$ cat config.mk
export PLATFORM = sky130hd
export DESIGN_NAME = jtkcpu_busgen
export DESIGN_NICKNAME = d
export VERILOG_FILES = /design/src/rtl/jtkcpu_pkg.sv /design/src/rtl/jtkcpu_busgen_tout.sv /design/src/rtl/jtkcpu_busgen.sv
export SDC_FILE = /design/constraint.sdc
export NUM_CORES = 1
export LEC_CHECK = 0
export BUFFER_PORTS_ARGS = -buffer_cell sky130_fd_sc_hd__buf_2
export CAP_MARGIN = 30
export CORE_MARGIN = 2
export CORE_UTILIZATION = 55
export DETAILED_ROUTE_END_ITERATION = 8
export PLACE_DENSITY = 0.8
export SYNTH_ARGS = -nofsm -noshare
export SYNTH_HDL_FRONTEND = slang
export SYNTH_SLANG_ARGS = --single-unit
$ cat constraint.sdc
create_clock -name clk -period 2.8 [get_ports clk]
set_clock_uncertainty 0.2 [all_clocks]
set_input_delay 0.28 -clock clk [delete_from_list [all_inputs] [get_ports clk]]
set_output_delay 0.28 -clock clk [all_outputs]
set_load 0.03 [all_outputs]
$ cat src/rtl/jtkcpu_pkg.sv
// Shared definitions for the KCPU bus-cycle generator: FSM encoding and
// counter-width helpers used to size ports and internal counters.
package jtkcpu_pkg;

  typedef enum logic {
    RUN  = 1'b0,
    WAIT = 1'b1
  } bus_state_t;

  function automatic int phase_w(input int nph);
    return (nph > 1) ? $clog2(nph) : 1;
  endfunction

  // A disabled timeout (TOUT=0) still needs a one-bit counter to stay legal.
  function automatic int tout_w(input int tout);
    return (tout > 0) ? $clog2(tout + 1) : 1;
  endfunction

endpackage

$ cat src/rtl/jtkcpu_busgen_tout.sv
// Dtack timeout tracker: counts stalled bus ticks and raises a sticky bus
// error when the slave has held dtack low for TOUT ticks.
module jtkcpu_busgen_tout
  import jtkcpu_pkg::*;
#(
  parameter int TOUT = 255
) (
  input  logic clk,
  input  logic rst,
  input  logic stall,
  input  logic clr_cnt,
  input  logic err_clr,
  output logic bus_err
);

  localparam int CW = tout_w(TOUT);

  logic [CW-1:0] tcnt;

  // A timeout set is written after the clear so it wins when both coincide.
  always_ff @(posedge clk) begin
    if (rst) begin
      tcnt    <= '0;
      bus_err <= 1'b0;
    end else begin
      if (err_clr) bus_err <= 1'b0;
      if (stall) begin
        if (TOUT != 0 && tcnt == CW'(TOUT - 1)) begin
          bus_err <= 1'b1;
          tcnt    <= '0;
        end else begin
          tcnt <= (TOUT == 0) ? '0 : tcnt + 1'b1;
        end
      end else if (clr_cnt) begin
        tcnt <= '0;
      end
    end
  end

endmodule

$ cat src/rtl/jtkcpu_busgen.sv
// Bus-cycle / clock-enable generator: turns cen2 into bus and CPU enables,
// inserting address-change wait states and dtack stretches.
module jtkcpu_busgen
  import jtkcpu_pkg::*;
#(
  parameter int AW    = 24,
  parameter int NPH   = 2,
  parameter int WAITW = 2,
  parameter int TOUT  = 255
) (
  input  logic                    clk,
  input  logic                    rst,
  input  logic                    cen2,
  input  logic [AW-1:0]           addr,
  input  logic                    dtack,
  input  logic [WAITW-1:0]        wait_cnt,
  input  logic                    err_clr,
  output logic                    cen_bus,
  output logic                    cen_cpu,
  output logic [phase_w(NPH)-1:0] phase,
  output logic                    busy,
  output logic                    bus_err
);

  localparam int PW = phase_w(NPH);

  bus_state_t     state, state_nxt;
  logic [AW-1:0]  addr_l;
  logic [WAITW-1:0] wcnt;
  logic           in_run, addr_wait, stall, accept, last_ph;

  assign in_run    = (state == RUN);
  assign addr_wait = (addr != addr_l) && (wait_cnt != '0);
  assign stall     = cen2 && in_run && !addr_wait && !dtack && !bus_err;
  assign accept    = cen2 && in_run && !addr_wait && (dtack || bus_err);
  assign last_ph   = (phase == PW'(NPH - 1));
  assign busy      = !in_run || (cen2 && !accept);

  always_comb begin
    state_nxt = state;
    case (state)
      RUN:  if (cen2 && addr_wait && wait_cnt > WAITW'(1)) state_nxt = WAIT;
      WAIT: if (cen2 && wcnt == WAITW'(1)) state_nxt = RUN;
      default: state_nxt = RUN;
    endcase
  end

  // addr_l also follows addr during WAIT so a move mid-wait does not retrigger.
  always_ff @(posedge clk) begin
    if (rst) begin
      state   <= RUN;
      addr_l  <= '0;
      wcnt    <= '0;
      phase   <= '0;
      cen_bus <= 1'b0;
      cen_cpu <= 1'b0;
    end else begin
      state   <= state_nxt;
      cen_bus <= 1'b0;
      cen_cpu <= 1'b0;
      if (cen2) begin
        if (!in_run) begin
          addr_l <= addr;
          wcnt   <= wcnt - 1'b1;
        end else if (addr_wait) begin
          addr_l <= addr;
          wcnt   <= wait_cnt - 1'b1;
        end else if (accept) begin
          addr_l  <= addr;
          cen_bus <= 1'b1;
          cen_cpu <= last_ph;
          phase   <= last_ph ? '0 : phase + 1'b1;
        end
      end
    end
  end

  jtkcpu_busgen_tout #(.TOUT(TOUT)) u_tout (
    .clk     (clk),
    .rst     (rst),
    .stall   (stall),
    .clr_cnt (accept),
    .err_clr (err_clr),
    .bus_err (bus_err)
  );

endmodule

Word-level counts from Yosys, hierarchy flattened
Index checks and enable logic that the tools add are counted.
{"block": "word_totals", "ff_bits": 39, "latch_bits": 0, "mem_bits_rw": 0, "rom_bits": 0, "in_bits": 31, "out_inout_bits": 5, "elab_cells": 61, "mem_count": 0}
{"block": "classes", "addsub": 4, "n_mul": 0, "div": 0, "magnitude_cmp": 1, "eq_ne": 3, "shifts": 0, "muxes": 16, "n_bitwise": 4, "n_reduce_logical": 25}
{"operator": "24-bit two-way mux", "count": 3}
{"operator": "8-bit two-way mux", "count": 3}
{"operator": "24-bit != test", "count": 1}
{"operator": "1-bit logical AND", "count": 10}
{"operator": "8-bit by 1-bit adder with 8-bit output, second input constant", "count": 1}
{"operator": "8-bit equality test, second input constant", "count": 1}
{"operator": "1-bit two-way mux", "count": 7}
{"operator": "2-bit nonzero test", "count": 3}
{"operator": "5-bit OR reduction", "count": 1}
{"operator": "1-bit logical NOT", "count": 4}
{"operator": "2-bit two-way mux", "count": 2}
{"operator": "1-bit inverter", "count": 4}
{"operator": "2-bit AND reduction", "count": 2}
{"operator": "4-bit AND reduction", "count": 1}
{"operator": "4-bit OR reduction", "count": 1}
{"operator": "2-bit by 1-bit subtractor with 2-bit output, second input constant", "count": 2}
{"operator": "3-bit nonzero test", "count": 1}
{"operator": "2-bit by 1-bit equality test with 1-bit output, second input constant", "count": 1}
{"operator": "2-bit by 1-bit greater-than comparator with 1-bit output, second input constant", "count": 1}
{"operator": "1-bit logical OR", "count": 2}
{"operator": "1-bit case mux with 2 select lines", "count": 1}
{"operator": "1-bit adder, second input constant", "count": 1}

Logic depth before layout (Yosys ltp)
{"block": "logic_depth", "depth_word": 8, "mapped_depth": 8, "depth_no_buf": 7}

Hierarchy
From an unflattened synthesis, not the netlist that was laid out.
{"block": "hier_totals", "hier_cells": 241, "hier_area_um2": 2115.8}
{"module": "jtkcpu_busgen", "instances": 1, "cells_per_inst": 187, "area_per_inst_um2": 1640.3, "seq_area_each_um2": 600.6}
{"module": "jtkcpu_busgen_tout", "instances": 1, "cells_per_inst": 54, "area_per_inst_um2": 475.5, "seq_area_each_um2": 180.2}

Worst setup path after synthesis
OpenSTA, ideal clock, no wires.
{"block": "synth_timing", "path_type": "register to register", "from": "reg u_tout.bus_err", "to": "reg u_tout.tcnt[5]", "setup_time_ns": 0.059, "arrival_time_ns": 1.866, "path_slack_ns": 0.675, "stages_incl_launch_ff": 6, "n_path_buf": 0, "synth_period_minus_slack_ns": 2.125, "cell_sequence": "dfxtp_1 > nor2_1 > o21ai_1 > or3_1 > or4b_1 > nand2_1"}
{"block": "synth_between", "elab_chain_cells": 3, "elab_cells_between_ends": 6, "classes_between": "mux: 1; reduce/logical: 5"}
{"element": "start, declared", "line_no": "jtkcpu_busgen_tout.sv:13", "rtl": "output logic bus_err"}
{"element": "start signal, assigned", "line_no": "jtkcpu_busgen_tout.sv:24", "rtl": "bus_err <= 1'b0;"}
{"element": "start signal, assigned", "line_no": "jtkcpu_busgen_tout.sv:26", "rtl": "if (err_clr) bus_err <= 1'b0;"}
{"element": "start signal, assigned", "line_no": "jtkcpu_busgen_tout.sv:29", "rtl": "bus_err <= 1'b1;"}
{"element": "1-bit logical NOT or 1-bit logical OR (tied branches)", "line_no": "jtkcpu_busgen.sv:34, jtkcpu_busgen.sv:35"}
{"element": "1-bit logical AND, on equally long branches", "line_no": "jtkcpu_busgen.sv:34, jtkcpu_busgen.sv:35"}
{"element": "8-bit two-way mux or 2-bit nonzero test (tied branches)"}
{"element": "end signal, assigned", "line_no": "jtkcpu_busgen_tout.sv:32", "rtl": "tcnt <= (TOUT == 0) ? '0 : tcnt + 1'b1;"}
{"element": "end, declared", "line_no": "jtkcpu_busgen_tout.sv:18", "rtl": "logic [CW-1:0] tcnt;"}
Parallel ways exist; a longest one is shown, timed or not.
A chain may end at the register's enable or synchronous reset.

Final worst setup path
{"block": "layout_timing", "from": "in addr[20]", "to": "out busy"}
{"block": "layout_between", "elab_chain_cells": 8}
{"element": "start, declared", "line_no": "jtkcpu_busgen.sv:14", "rtl": "input logic [AW-1:0] addr,"}
{"element": "24-bit != test", "line_no": "jtkcpu_busgen.sv:33", "rtl": "assign addr_wait = (addr != addr_l) && (wait_cnt != '0);"}
{"element": "1-bit logical AND", "line_no": "jtkcpu_busgen.sv:33"}
{"element": "1-bit logical NOT", "line_no": "jtkcpu_busgen.sv:35", "rtl": "assign accept = cen2 && in_run && !addr_wait && (dtack || bus_err);"}
{"element": "1-bit logical AND (2 in series)", "line_no": "jtkcpu_busgen.sv:35"}
{"element": "1-bit logical NOT", "line_no": "jtkcpu_busgen.sv:37", "rtl": "assign busy = !in_run || (cen2 && !accept);"}
{"element": "1-bit logical AND", "line_no": "jtkcpu_busgen.sv:37"}
{"element": "1-bit logical OR", "line_no": "jtkcpu_busgen.sv:37"}
{"element": "end, declared", "line_no": "jtkcpu_busgen.sv:21", "rtl": "output logic busy,"}
No other way between the ends.

==> results.sh <==
export IMPL_crit_type="primary input to primary output"
export IMPL_cts_made_buffers=5
export IMPL_crit_slowest_cell="dlygate4sd3_1"
export IMPL_p_int_mw=0.874
export IMPL_max_cap_viol_count=0
export IMPL_max_stage_delay_ps=550
export IMPL_grt_pass1_vias=1581
export IMPL_rows=21
export IMPL_cpMostUsedCell="buf_2"
export IMPL_grt_pass1_wl_um=6910
export IMPL_drc=0
export IMPL_final_cell_mix="dfxtp_1, buf_2, nor2_1"
export IMPL_routed_via_density=5.36
export IMPL_power_density_mw_per_mm2=477
export IMPL_switchingPower_mw=0.325
export IMPL_antenna_found_initial=0
export IMPL_synth_ff_type="dfxtp_1"
export IMPL_synth_cells=220
export IMPL_power_leakage_nw=1.02
export IMPL_synthDistinctLibCells=34
export IMPL_grt_max_degree=39
export IMPL_cp_max_fo=7
export IMPL_coreArea_mm2=0.00339
export IMPL_start_util=0.581
export IMPL_portBuffers=35
export IMPL_max_freq_mhz=374
export IMPL_track_usage=0.220
export IMPL_ys_ff_latch=39
export IMPL_die_w_um=63.8
export IMPL_clkSlewWorstSetupHoldPaths_ps=130
export IMPL_required_ps=2320
export IMPL_synth_area_leader_cell="dfxtp_1"
export IMPL_final_antenna_net_count=0
export IMPL_hpwl_um=2660
export IMPL_syn_nets=256
export IMPL_finalCritPeriodShare=0.954
export IMPL_critPathCaptureType="primary output"
export IMPL_synth_top_area_share=0.396
export IMPL_first_pass_iters=4
export IMPL_min_delay_start="addr[21]"
export IMPL_vdd_drop_max_mv=0.344
export IMPL_crit_arrival_ps=2190
export IMPL_h_tree_depth=2
export IMPL_finalHoldViolCount=0
export IMPL_finalMaxSlewViolations=0
export IMPL_start_kind="primary input"
export IMPL_pwr_share_clk=0.332
export IMPL_cts_tree="yes"
export IMPL_avgSynthCellArea_um2=8.95
export IMPL_final_common_cell="dfxtp_1"
export IMPL_r2r_start="addr_l[9]$_SDFFE_PP0P_"
export IMPL_die_h_um=63.8
export IMPL_slew_headroom=0.547
export IMPL_synthArstFlopShare=0
export IMPL_drtIter0Drc=85
export IMPL_synth_edff_count=0
export IMPL_seq_power_share=0.501
export IMPL_finalSetupTns_ps=0
export IMPL_clockBufferDepth=2
export IMPL_yosysSeqAreaShare=0.396
export IMPL_clock_sinks=39
export IMPL_gp_congestion=0.815
export IMPL_p_sw_frac=0.271
export IMPL_yosysWarnings=0
export IMPL_cp_endpoint="busy"
export IMPL_dieArea_mm2=0.00408
export IMPL_r2r_slack_ps=430
export IMPL_r2r_cells=8
export IMPL_syn_to_final_growth_pct=27.5
export IMPL_drt_total_wl_um=4200
export IMPL_ys_top_cells_by_area="dfxtp_1, mux2i_1, xnor2_1"
export IMPL_status="finished clean"
export IMPL_path_cells="dlygate4sd3_1 -> buf_2 -> xnor2_1 -> nand4_1 -> nor4_4 -> a21oi_4 -> o21ai_1 -> nand2b_1 -> buf_2"
export IMPL_overflow=0
export IMPL_cts_root_buf="clkbuf_4"
export IMPL_detail_route_wl_per_cell_um=12.9
export IMPL_dr_total_vias=1748
export IMPL_io_pin_count=36
export IMPL_setup_violations=0
export IMPL_holdCritPathClass="primary input to register"
export IMPL_drive_gt1_frac=0.196
export IMPL_startpoint="addr[20]"
export IMPL_p_total_mw=1.20
export IMPL_clk_latency_ps=370
export IMPL_diodes=0
export IMPL_r2r_end="u_tout.tcnt[1]$_SDFFE_PP0P_"
export IMPL_worst_pin_slew_ps=679
export IMPL_nets=315
export IMPL_combPwrFrac=0.166
export IMPL_fin_crit_ps=2670
export IMPL_syn_area_mm2=0.00197
worst min-delay path by stage:
stage,end,slack (ps),depth (start not counted)
2_1_floorplan,addr_l[11]$_SDFFE_PP0P_,230,2
3_3_place_gp,cen_cpu$_SDFF_PP0_,280,1
3_5_place_dp,wcnt[0]$_SDFFE_PP0P_,280,1
4_1_cts,addr_l[12]$_SDFFE_PP0P_,10,3
5_1_grt,addr_l[9]$_SDFFE_PP0P_,4,3
6_report,addr_l[21]$_SDFFE_PP0P_,3,3
through the flow:
step | setup slack, ps | instances | util | cell area (µm²) | hold WS, ps
6_report | 128 | 326 | 0.741 | 2510 | 3.49
5_1_grt | -7.28 | 326 | 0.741 | 2510 | 4.16
4_1_cts | 12.8 | 324 | 0.732 | 2480 | 11.6
3_5_place_dp | 413 | 297 | 0.652 | 2210 | 279
3_3_place_gp | 418 | 297 | 0.652 | 2210 | 277
2_1_floorplan | 675 | 220 | - | 1970 | 227
layer usage:
layer  track usage  share of wire  routed length, µm  up-vias
met5             0              0                  0        -
met4         0.106          0.016                 69        0
met3        0.0546          0.037                155        5
met2         0.374           0.51               2140       34
met1         0.256           0.44               1830      814
li1              -              -                  -      895
Yosys cell counts, drive strengths merged, types with 2 or more instances:
library cell,n
a211oi,2
a21oi,9
a311o,2
a31oi,2
buf,2
clkbuf,6
dfxtp,39
ha,5
inv,9
mux2i,24
nand2,11
nand2b,3
nand3,5
nand4,8
nor2,34
nor2b,2
nor3,6
nor4,3
o211ai,2
o21ai,6
o41ai,2
or3,5
xnor2,24
sequential cells by signal (all words and copies together), names as in the netlist:
| signal | count |
|---|---|
| addr_l | 24 |
| cen_bus | 1 |
| cen_cpu | 1 |
| phase | 1 |
| state | 1 |
| u_tout.bus_err | 1 |
| u_tout.tcnt | 8 |
| wcnt | 2 |
layout make-up:
class,count,area (µm²)
Timing Repair Buffer,60,410
Sequential cell,39,781
Tap cell,46,57.6
Clock inverter,3,46.3
Inverter,9,33.8
Multi-Input combinational cell,164,1140
Fill cell,238,878
Clock buffer,5,37.5
power by group through the flow:
| stage | combinational (mW) | clock (mW) | sequential [mW] |
|---|---|---|---|
| 6_report | 0.200 | 0.398 | 0.601 |
| 2_1_floorplan | 0.122 | 0 | 0.609 |
| 5_1_grt | 0.222 | 0.425 | 0.604 |
| 3_3_place_gp | 0.173 | 0 | 0.611 |
| 3_5_place_dp | 0.175 | 0 | 0.613 |
| 4_1_cts | 0.196 | 0.402 | 0.601 |
cell families after synthesis:
kind of cell,count (synthesis),synth area share
AO/OA/AOI/OAI,30,0.106
XOR/XNOR,24,0.107
adder cells (fa/ha/maj),5,0.0318
buffers and inverters,17,0.0337
flip-flops,39,0.396
multiplexers,24,0.122
AND/OR/NAND/NOR,81,0.203
critical path: cells and delay by family:
kind / cells / cell delay, ps
AOI/OAI and AO/OA: 2 / 280
xor gates and xnor gates: 1 / 130
buffers and inverters: 3 / 860
and+or+nand+nor: 3 / 640
what timing repair did:
action / 4_1_cts / 5_1_grt
endpoints found under the setup margin: 0 / 1
endpoints found under the hold margin: 19 / 0
hold buffers: 19 / 0
resized for setup: 0 / 4
setup buffers: 0 / 2
Note: power is estimated with default switching activity, not from simulation.
